## config.mk

```make
export PLATFORM = sky130hd
export DESIGN_NAME = instruction_fetch
export DESIGN_NICKNAME = d
export VERILOG_FILES = /design/src/rtl/instruction_fetch_pkg.sv /design/src/rtl/instruction_fetch_if_id_reg.sv /design/src/rtl/instruction_fetch.sv
export SDC_FILE = /design/constraint.sdc
export NUM_CORES = 1
export LEC_CHECK = 0
export ABC_AREA = 1
export ABC_CLOCK_PERIOD_IN_PS = 5700
export CAP_MARGIN = 10
export CORE_AREA = 2 2 130 132
export CTS_BUF_LIST = sky130_fd_sc_hd__clkbuf_4 sky130_fd_sc_hd__clkbuf_8
export DETAILED_ROUTE_END_ITERATION = 7
export DIE_AREA = 0 0 132 134
export GPL_TIMING_DRIVEN = 0
export PLACE_DENSITY = 0.89
export SLEW_MARGIN = 10
export SYNTH_ARGS = -nofsm -noshare
export SYNTH_HDL_FRONTEND = slang
export SYNTH_SLANG_ARGS = --single-unit
```

## constraint.sdc

```tcl
create_clock -name clk -period 5.7 [get_ports clk]
set_input_delay 1.14 -clock clk [delete_from_list [all_inputs] [get_ports clk]]
set_output_delay 1.14 -clock clk [all_outputs]
set_load 0.01 [all_outputs]
```

## src/rtl/instruction_fetch_pkg.sv

```systemverilog
// instruction_fetch_pkg
//   Shared definitions for the instruction fetch stage:
//   fetch FSM state encoding, pcsource codes, default bubble word
//   and a word-alignment helper.
package instruction_fetch_pkg;

    typedef enum logic [1:0] {
        ST_ISSUE = 2'b00,
        ST_WAIT  = 2'b01,
        ST_HOLD  = 2'b10,
        ST_DRAIN = 2'b11
    } fetch_state_e;

    localparam logic [1:0]  PCSRC_SEQ = 2'b00;
    localparam logic [1:0]  PCSRC_BR  = 2'b01;
    localparam logic [1:0]  PCSRC_JMP = 2'b10;

    localparam logic [31:0] BUBBLE_DEFAULT = 32'h0000_0000;

    function automatic logic [31:0] align_word(input logic [31:0] addr);
        return {addr[31:2], 2'b00};
    endfunction

endpackage

```

## src/rtl/instruction_fetch_if_id_reg.sv

```systemverilog
// if_id_reg
//   IF/ID pipeline register holding pc4, the instruction word and a
//   valid bit. Flush has priority over load; neither means hold.
// Ports:
//   clk, clrn          clock, asynchronous active-high reset
//   load, flush        capture new entry / insert bubble
//   pc4_in, inst_in    entry captured on load
//   pc4, inst, valid   registered IF/ID contents
module if_id_reg
    import instruction_fetch_pkg::*;
#(
    parameter logic [31:0] BUBBLE = BUBBLE_DEFAULT
) (
    input  logic        clk,
    input  logic        clrn,
    input  logic        load,
    input  logic        flush,
    input  logic [31:0] pc4_in,
    input  logic [31:0] inst_in,
    output logic [31:0] pc4,
    output logic [31:0] inst,
    output logic        valid
);

    logic [31:0] pc4_q, pc4_d;
    logic [31:0] inst_q, inst_d;
    logic        valid_q, valid_d;

    always_comb begin
        pc4_d   = pc4_q;
        inst_d  = inst_q;
        valid_d = valid_q;
        if (flush) begin
            pc4_d   = 32'h0;
            inst_d  = BUBBLE;
            valid_d = 1'b0;
        end else if (load) begin
            pc4_d   = pc4_in;
            inst_d  = inst_in;
            valid_d = 1'b1;
        end
    end

    always_ff @(posedge clk or posedge clrn) begin
        if (clrn) begin
            pc4_q   <= 32'h0;
            inst_q  <= BUBBLE;
            valid_q <= 1'b0;
        end else begin
            pc4_q   <= pc4_d;
            inst_q  <= inst_d;
            valid_q <= valid_d;
        end
    end

    assign pc4   = pc4_q;
    assign inst  = inst_q;
    assign valid = valid_q;

endmodule

```

## src/rtl/instruction_fetch.sv

```systemverilog
// instruction_fetch
//   IF stage: owns the PC, issues one request at a time to a
//   variable-latency instruction memory, applies ID redirects and the
//   load-use stall, and feeds the IF/ID register.
// Ports:
//   clk, clrn                   clock, asynchronous active-high reset
//   stall, pcsource, bpc, jpc   hazard stall and redirect from ID
//   imem_req/addr/rdata/valid   instruction memory handshake
//   pc4, inst, id_valid         IF/ID register outputs
//   fetch_stall_cnt             only with IFETCH_PERF_EN defined
//
// state | meaning
// ISSUE | drive imem_req for one cycle at pc
// WAIT  | request outstanding, waiting for imem_valid
// HOLD  | response parked in skid register while stalled
// DRAIN | redirected mid-request; discard the stale response
module instruction_fetch
    import instruction_fetch_pkg::*;
#(
    parameter logic [31:0] RESET_PC = 32'h0000_0000,
    parameter logic [31:0] BUBBLE   = BUBBLE_DEFAULT
) (
    input  logic        clk,
    input  logic        clrn,
    input  logic        stall,
    input  logic [1:0]  pcsource,
    input  logic [31:0] bpc,
    input  logic [31:0] jpc,
    output logic        imem_req,
    output logic [31:0] imem_addr,
    input  logic [31:0] imem_rdata,
    input  logic        imem_valid,
    output logic [31:0] pc4,
    output logic [31:0] inst,
    output logic        id_valid
`ifdef IFETCH_PERF_EN
    ,
    output logic [31:0] fetch_stall_cnt
`endif
);

    fetch_state_e state_q, state_d;
    logic [31:0]  pc_q, pc_d;
    logic [31:0]  skid_q, skid_d;

    logic         redirect;
    logic [31:0]  target;
    logic [31:0]  pc_plus4;
    logic         ifid_load;
    logic         ifid_flush;
    logic [31:0]  ifid_inst;

    assign redirect = (pcsource == PCSRC_BR) || (pcsource == PCSRC_JMP);
    assign target   = align_word((pcsource == PCSRC_JMP) ? jpc : bpc);
    assign pc_plus4 = pc_q + 32'd4;

    always_comb begin
        state_d    = state_q;
        pc_d       = pc_q;
        skid_d     = skid_q;
        ifid_load  = 1'b0;
        ifid_flush = 1'b0;
        ifid_inst  = imem_rdata;
        if (redirect) begin
            pc_d       = target;
            ifid_flush = 1'b1;
        end
        case (state_q)
            ST_ISSUE: begin
                // A redirect here suppresses the request, so re-issue from the target.
                state_d = redirect ? ST_ISSUE : ST_WAIT;
            end
            ST_WAIT: begin
                if (redirect) begin
                    state_d = imem_valid ? ST_ISSUE : ST_DRAIN;
                end else if (imem_valid && !stall) begin
                    ifid_load = 1'b1;
                    pc_d      = pc_plus4;
                    state_d   = ST_ISSUE;
                end else if (imem_valid) begin
                    skid_d  = imem_rdata;
                    state_d = ST_HOLD;
                end
            end
            ST_HOLD: begin
                if (redirect) begin
                    state_d = ST_ISSUE;
                end else if (!stall) begin
                    ifid_load = 1'b1;
                    ifid_inst = skid_q;
                    pc_d      = pc_plus4;
                    state_d   = ST_ISSUE;
                end
            end
            ST_DRAIN: begin
                // Stale response consumed in the same cycle as a redirect
                // must still release DRAIN, otherwise nothing would arrive.
                if (imem_valid) begin
                    state_d = ST_ISSUE;
                end
            end
            default: state_d = ST_ISSUE;
        endcase
    end

    always_ff @(posedge clk or posedge clrn) begin
        if (clrn) begin
            state_q <= ST_ISSUE;
            pc_q    <= RESET_PC;
            skid_q  <= 32'h0;
        end else begin
            state_q <= state_d;
            pc_q    <= pc_d;
            skid_q  <= skid_d;
        end
    end

    assign imem_req  = (state_q == ST_ISSUE) && !redirect && !clrn;
    assign imem_addr = align_word(pc_q);

    if_id_reg #(.BUBBLE(BUBBLE)) u_if_id_reg (
        .clk     (clk),
        .clrn    (clrn),
        .load    (ifid_load),
        .flush   (ifid_flush),
        .pc4_in  (pc_plus4),
        .inst_in (ifid_inst),
        .pc4     (pc4),
        .inst    (inst),
        .valid   (id_valid)
    );

`ifdef IFETCH_PERF_EN
    logic [31:0] stall_cnt_q, stall_cnt_d;

    always_comb begin
        stall_cnt_d = stall_cnt_q;
        if (state_q != ST_ISSUE) begin
            stall_cnt_d = stall_cnt_q + 32'd1;
        end
    end

    always_ff @(posedge clk or posedge clrn) begin
        if (clrn) begin
            stall_cnt_q <= 32'h0;
        end else begin
            stall_cnt_q <= stall_cnt_d;
        end
    end

    assign fetch_stall_cnt = stall_cnt_q;
`endif

endmodule
```

# [Word-level counts from Yosys, hierarchy flattened]
# Index checks and enable logic that the tools add are counted.
[op_classes] add_sub_neg=1 n_eq_ne=8 n_mux=31 bitwise=2 n_reduce_logical=11
[op_table] operator="32-bit two-way mux" n=13
[op_table] operator="32-bit one-hot mux with 2 select lines" n=1
[op_table] operator="32-bit by 3-bit adder with 32-bit output, second input constant" n=1
[op_table] operator="2-bit two-way mux" n=7
[op_table] operator="1-bit two-way mux" n=8
[op_table] operator="2-bit one-hot mux with 4 select lines" n=1
[op_table] operator="2-bit == test, second input constant" n=3
[op_table] operator="2-bit by 1-bit == test with 1-bit output, second input constant" n=2
[op_table] operator="4-bit != test, second input constant" n=1
[op_table] operator="4-bit AND reduction" n=1
[op_table] operator="1-bit logical AND" n=3
[op_table] operator="1-bit logical NOT" n=3
[op_table] operator="3-bit != test, second input constant" n=1
[op_table] operator="3-bit AND reduction" n=1
[op_table] operator="2-bit logical NOT" n=1
[op_table] operator="2-bit != test, second input constant" n=1
[op_table] operator="1-bit inverter" n=2
[op_table] operator="1-bit one-hot mux with 2 select lines" n=1
[op_table] operator="2-bit nonzero test" n=1
[op_table] operator="1-bit logical OR" n=1
[totals] register_bits=131 input_bits=102 out_inout_bits=98

# [Depth between registers and ports, before layout]
# Gate-level depths: netlist of the first run.
[logic_depth] depth_word=7 ltp_mapped=15 depth_no_buf=13

# [Cells and area by module]
# From an unflattened synthesis of the first run, not the netlist that was laid out.
[unflattened] hier_cells=1276 hier_area_um2=8519.4
[modules_own_cells] mod="instruction_fetch" n_inst=1 cells_per_inst=995 area_each_um2=5957.0
[modules_own_cells] mod="if_id_reg" n_inst=1 cells_per_inst=281 area_each_um2=2562.5

# [Least setup slack after synthesis of the first run]
# Ideal clock, no wire load.
[synth_timing] path_kind="input port to output port" start="in pcsource[0]" end="out imem_req" arrival_ns=2.427 path_slack_ns=2.133 path_stages=8 path_buffers=4 cell_sequence="inv_1 -> ha_1 -> buf_4 -> buf_2 -> buf_2 -> clkbuf_1 -> nand2_1 -> nor2_1"
[synth_between] elab_chain_len=5 word_cells_on_any_way=6 classes_between="2 x eq/ne; 4 x reduce/logical"
[synth_lines] element="start: declaration" line_no="instruction_fetch.sv:26" source="input logic [1:0] pcsource,"
[synth_lines] element="2-bit by 1-bit == test with 1-bit output or 2-bit == test (tied branches)" line_no="instruction_fetch.sv:53" source="assign redirect = (pcsource == PCSRC_BR) || (pcsource == PCSRC_JMP);"
[synth_lines] element="1-bit logical OR (*)" line_no="instruction_fetch.sv:53"
[synth_lines] element="1-bit logical NOT (*)" line_no="instruction_fetch.sv:118" source="assign imem_req = (state_q == ST_ISSUE) && !redirect && !clrn;"
[synth_lines] element="1-bit logical AND (*) (2 in series)" line_no="instruction_fetch.sv:118"
[synth_lines] element="end: declaration" line_no="instruction_fetch.sv:29" source="output logic imem_req,"
# Mark *: on every way between the ends. The rest lies on a longest branch, timed or not.

# [Worst setup path after layout of the first run]
# Same ends and word-level chain as after synthesis.

==> results of run 1 <==
power breakdown:
part	internal (W)	switching, W	leakage (nW)
Clock	0.000398	0.000427	0.199
Sequential	0.00122	0.000325	1.71
Combinational	0.000888	0.00141	3.12
cells by family (layout without fill, tap and decap cells):
group | count (synthesis) | after routing | synth area share
xor+xnor | 11 | 11 | 0.0116
other cells | 1 | 2 | 0.000452
fa+ha+maj | 7 | 7 | 0.0106
mux | 28 | 28 | 0.0359
compound gates | 255 | 255 | 0.165
simple gates | 569 | 569 | 0.294
buf+inv | 171 | 397 | 0.0873
flops | 131 | 131 | 0.395
final cells by class:
type	instances	area, um2	area share
multi-input combinational	872	4300	0.393
sequential	131	3280	0.300
timing repair buffer	194	1960	0.179
buffer	76	368	0.0336
inverter	95	362	0.0331
tap	220	275	0.0252
clock buffer	18	241	0.0221
clock inverter	14	154	0.0141
cell usage after synthesis, drive strengths merged:
master / number / area share
nand2: 329 / 0.15
nand3: 145 / 0.088
o21ai: 136 / 0.082
dfrtp: 131 / 0.40
inv: 94 / 0.043
nor2: 89 / 0.049
a21oi: 78 / 0.048
buf: 53 / 0.034
a31oi: 23 / 0.017
clkbuf: 23 / 0.010
mux2: 14 / 0.019
mux2i: 14 / 0.017
o31ai: 11 / 0.010
ha: 7 / 0.011
xor2: 6 / 0.0063
xnor2: 5 / 0.0053
a22oi: 2 / 0.0024
and2: 2 / 0.0015
nand4: 2 / 0.0015
o211ai: 2 / 0.0018
a31o: 1 / 0.0011
clkinv: 1 / 0.00045
conb: 1 / 0.00045
nor3: 1 / 0.00060
o21bai: 1 / 0.00091
o221ai: 1 / 0.0011
or2: 1 / 0.00075
routing by layer:
metal  track usage  routed length, um  vias up
met5             0                  0        -
met4         0.197               1790        0
met3         0.118               3490      138
met2         0.574              14500      593
met1         0.424              11900     4469
li1              -                  -     4299
worst min-delay path by stage:
stage	cells past startpoint	to	slack, ns	from
CTS	2	pc_q[1]	0.50	pc_q[1]
detailed placement	2	pc_q[0]	0.48	pc_q[0]
finish	2	pc_q[1]	0.50	pc_q[1]
floorplan	2	pc_q[0]	0.46	pc_q[0]
global placement	2	u_if_id_reg.valid	0.47	u_if_id_reg.valid
global route	2	pc_q[0]	0.52	pc_q[0]
through the flow:
step                std cells  hold slack [ns]  power, W
global placement         1587            0.468   0.00370
detailed placement       1588            0.484   0.00376
CTS                      1620            0.503   0.00459
global route             1620            0.523   0.00492
finish                   1620            0.501   0.00467
floorplan                1174            0.460   0.00278
critical path, cell delays in order:
cell and delay [ns]:
clkdlybuf4s50_1 0.45, inv_1 0.04, ha_1 0.26, buf_4 0.22
buf_2 0.33, buf_2 0.34, clkbuf_1 0.56, nand2_1 0.10
nor2_1 0.11, clkdlybuf4s50_1 0.54
registers in the layout, indices dropped and copies added (netlist names):
signal,count
pc_q,32
skid_q,32
u_if_id_reg.inst,32
u_if_id_reg.pc4,32
state_q,2
u_if_id_reg.valid,1
==> metrics, run 1 <==
status completed; post-CTS setup buffers 0; clk slew on worst S/H paths about 0.08 ns; worst reg-to-reg setup slack 3.32 ns; total gr overflow 0; largest net degree at the start of global routing 70; Clock Skews roughly 0.013 ns; global placement routability congestion between 0.9 and 1; # hold bufs at CTS 0; final hold vios 0; Final Routed Wirelength approximately 32 mm; initial core utilization 0.509; synthesized flop and latch total 131; vias in the first global route just over 9000; Worst IR Drop VDD approximately 0.28 mV; Worst R2R End pc_q[6]; CTS sink count 131; CP Class input port to primary output; crit path capture imem_req; Cell variety after synth 39; Avg WL per Cell slightly below 20 um; Die X-Extent between 100 and 150 um; clk buf depth 2; drt first pass iters 6; vias per inst 5.86; clk root buf clkbuf_8; CP arrival between 4 and 5 ns; fraction of layout cells with a size suffix above 1 0.0857; Cell Pwr Density approximately 430 nW/um2; Via Count between 9000 and 10000; worst skew pair latency roughly 0.47 ns; CP Capture Type primary output; antenna cell count 0; Nets 1496; GRT Total Usage 0.357; relative slew slack 0.521; Max Fclk 191 MHz; P_leak approximately 5 nW; antenna violations before repair 0; die area approximately 18000 um2; CP Launch Point pcsource[0]; Yosys warnings 0; sequential share of the synthesized area 0.395; Max Cap Viol 0; cts bufs inserted 17; Fill cells around 1400; max-slew violation count 0; post-synthesis instance total between 1000 and 1500; worst r2r src state_q[0]; RSZ-0062 raised after global routing no; setup violators final 0; Worst setup SP type input port; CP max FO 10; Post-DP HPWL 23.1 mm; area of the mapped netlist around 8300 um2; Reg2Reg Depth 6; Worst Max-Slew Pin Slew between 0.7 and 0.8 ns; Final ANT Viol Nets 0; CP required about 4.6 ns; commonest cells after routing, fill and taps aside nand2_1 (320), clkdlybuf4s50_1 (193), nand3_1 (144), dfrtp_1 (131), o21ai_0 (120); Hold Path Class flop to flop; average cell area after synthesis about 7.1 um2; synthesis-to-layout area growth 31.8%; die height about 130 um; final worst path period share 0.917; crit path time final approximately 5.2 ns; CTS tree done; dpl ws 0.557 ns; CTS H-tree depth 4; Design Area, Final roughly 11000 um2; DRC viols 0; Util after Layout 0.671; num ports 200; Port Buf Inserts slightly below 200; most common cell after layout, fill and taps aside nand2_1; post-route setup TNS 0 ns; Rows 47; CTS resizes 0; Post-Place Cell Area 10500 um2; initial drt markers between 900 and 1000; Core Box Area between 15000 and 20000 um2; first-pass GRT wire length around 49 mm; Setup WS post-layout about 0.47 ns
Power figures use the tool's default switching activity.
==> inputs of run 2 (changes only) <==
--- a/config.mk
+++ b/config.mk
@@ -7,7 +7,6 @@
 export LEC_CHECK = 0
 export ABC_AREA = 1
 export ABC_CLOCK_PERIOD_IN_PS = 5700
-export CAP_MARGIN = 10
 export CORE_AREA = 2 2 130 132
 export CTS_BUF_LIST = sky130_fd_sc_hd__clkbuf_4 sky130_fd_sc_hd__clkbuf_8
 export DETAILED_ROUTE_END_ITERATION = 7
@@ -18,3 +17,4 @@
 export SYNTH_ARGS = -nofsm -noshare
 export SYNTH_HDL_FRONTEND = slang
 export SYNTH_SLANG_ARGS = --single-unit
+export TNS_END_PERCENT = 30
==> results of run 2 <==
No change in the layout: final DEF, timing and power equal those of run 1.
==> inputs of run 3 (changes only) <==
--- a/config.mk
+++ b/config.mk
@@ -7,12 +7,12 @@
 export LEC_CHECK = 0
 export ABC_AREA = 1
 export ABC_CLOCK_PERIOD_IN_PS = 5700
-export CORE_AREA = 2 2 130 132
+export CORE_AREA = 2 2 186 188
 export CTS_BUF_LIST = sky130_fd_sc_hd__clkbuf_4 sky130_fd_sc_hd__clkbuf_8
 export DETAILED_ROUTE_END_ITERATION = 7
-export DIE_AREA = 0 0 132 134
+export DIE_AREA = 0 0 188 190
 export GPL_TIMING_DRIVEN = 0
-export PLACE_DENSITY = 0.89
+export PLACE_DENSITY = 0.52
 export SLEW_MARGIN = 10
 export SYNTH_ARGS = -nofsm -noshare
 export SYNTH_HDL_FRONTEND = slang
==> run 3 against run 2 <==
Compared with the run above:
- total power about the same
- cell area increased by 2.7%
- non-clock buffer count unchanged
- combinational power about the same
- first-iteration DRC count decreased by 15%
- die area increased by 100%
- clock-buffer cell count unchanged
- critical path depth unchanged
- flip-flop and latch count unchanged
- final cell count increased by 15%
- maximum frequency decreased by 1.5%
- highest routed layer is now met5
==> metrics, run 3 (synthesis gave the netlist of run 1 again) <==
initial drt markers roughly 800; Worst IR Drop VDD ~0.14 mV; Reg2Reg Depth 7; drt first pass iters 5; setup violators final 0; Final ANT Viol Nets 0; post-CTS setup buffers 0; CP Capture Type primary output; Hold Path Class flop to flop; synthesis-to-layout area growth 35.3%; num ports 200; Worst setup SP type input port; CTS sink count about 130; DRC viols 0; Post-DP HPWL about 26 mm; RSZ-0062 raised after global routing no; CP max FO 10; Die X-Extent around 190 um; final std cells w/o fill approximately 1900; most common cell after layout, fill and taps aside nand2_1; dpl ws roughly 0.38 ns; post-route setup TNS 0 ns; Cells after DPL approximately 1800; CTS tree done; status completed; Port Buf Inserts between 150 and 200; clk root buf clkbuf_8; Util after Layout 0.331; Max Fclk about 190 MHz; die area between 30000 and 40000 um2; met2 GRT Util 0.312; commonest cells after routing, fill and taps aside nand2_1 (320), clkdlybuf4s50_1 (193), nand3_1 (144), dfrtp_1 (131), o21ai_0 (120); total power about 0.0047 W; multi-input logic area between 4000 and 5000 um2; Clock Skews between 0.015 and 0.02 ns; relative slew slack 0.403; Fill cells approximately 3600; final worst path period share 0.931; Core Box Area ~34000 um2; max-slew violation count 0; Avg WL per Cell 19.1 um; CP required 4.56 ns; Worst Max-Slew Pin Slew about 0.9 ns; worst skew pair latency ~0.47 ns; global placement routability congestion between 0.9 and 1; CTS resizes 0; total gr overflow 0; fraction of layout cells with a size suffix above 1 0.0857; die height 190 um; final hold vios 0; # hold bufs at CTS 0; met1 usage 0.250; clk buf depth 2; cts bufs inserted 17; Final Routed Wirelength approximately 35 mm; gr busiest metal met2; sequential standard cell area roughly 3300 um2; Global Route met3 Usage 0.0670; crit path time final between 5 and 6 ns; GRT Total Usage 0.199; Max Cap Viol 0; P_leak 5.02 nW; initial core utilization 0.244; antenna violations before repair 3; CTS H-tree depth 4; CP Class input port to primary output; Rows between 60 and 70; largest net degree at the start of global routing 83; first-pass GRT wire length approximately 54 mm; clk slew on worst S/H paths around 0.080 ns; CP arrival approximately 4.2 ns; Via Count between 9000 and 10000; Nets roughly 1500; vias per inst between 4 and 5; vias in the first global route ~8900; Setup WS post-layout about 0.4 ns; hold path depth 2; Cell Pwr Density 416 nW/um2
run 3: changes by cell type in the layout (fill, tap and decap cells not counted), sizes merged:
| cell | delta |
|---|---|
| inv | +4 |
| clkinv | -3 |
| bufinv | -1 |
| diode | +1 |
run 3: final cells by class:
cell class / count / share of cell area
plain buffers: 76 / 0.0328
well taps: 455 / 0.0507
inverters: 95 / 0.0324
clock buffers: 18 / 0.0215
clock inverters: 14 / 0.0132
diodes: 1 / 0.000223
multi-input cells: 872 / 0.383
repair buffers: 194 / 0.175
flip-flops and latches: 131 / 0.292
run 3: stage by stage:
stage / area (um2) / hold slack [ns]
floorplan: 8300 / 0.460
global placement: 10800 / 0.466
detailed placement: 10800 / 0.466
CTS: 11200 / 0.498
global route: 11200 / 0.521
finish: 11200 / 0.502
run 3: layer usage:
metal | wire (um) | up-vias
met3 | 3500 | 61
met1 | 15000 | 4306
met4 | 1130 | 4
met2 | 15700 | 416
li1 | - | 4302
met5 | 30 | -
run 3: final timing paths:
path	start	endpoint	slack, ns
max	pcsource[0]	imem_req	0.39
min	u_if_id_reg.valid	u_if_id_reg.valid	0.50
max reg2reg	state_q[1]	u_if_id_reg.pc4[18]	3.26
min reg2reg	u_if_id_reg.valid	u_if_id_reg.valid	0.50
max in group asynchronous	clrn	pc_q[20]	3.80
min in group asynchronous	clrn	skid_q[20]	1.11
run 3: worst max-delay path: stages:
cell and delay, ns:
clkdlybuf4s50_1 0.46, inv_1 0.05, ha_1 0.28, buf_4 0.22
buf_2 0.31, buf_2 0.38, clkbuf_1 0.48, nand2_1 0.17
nor2_1 0.13, clkdlybuf4s50_1 0.54
run 3: power breakdown:
group / switching [W] / internal, W
Clock: 0.000462 / 0.000366
Combinational: 0.00141 / 0.000889
Sequential: 0.000315 / 0.00122
Total: 0.00219 / 0.00247
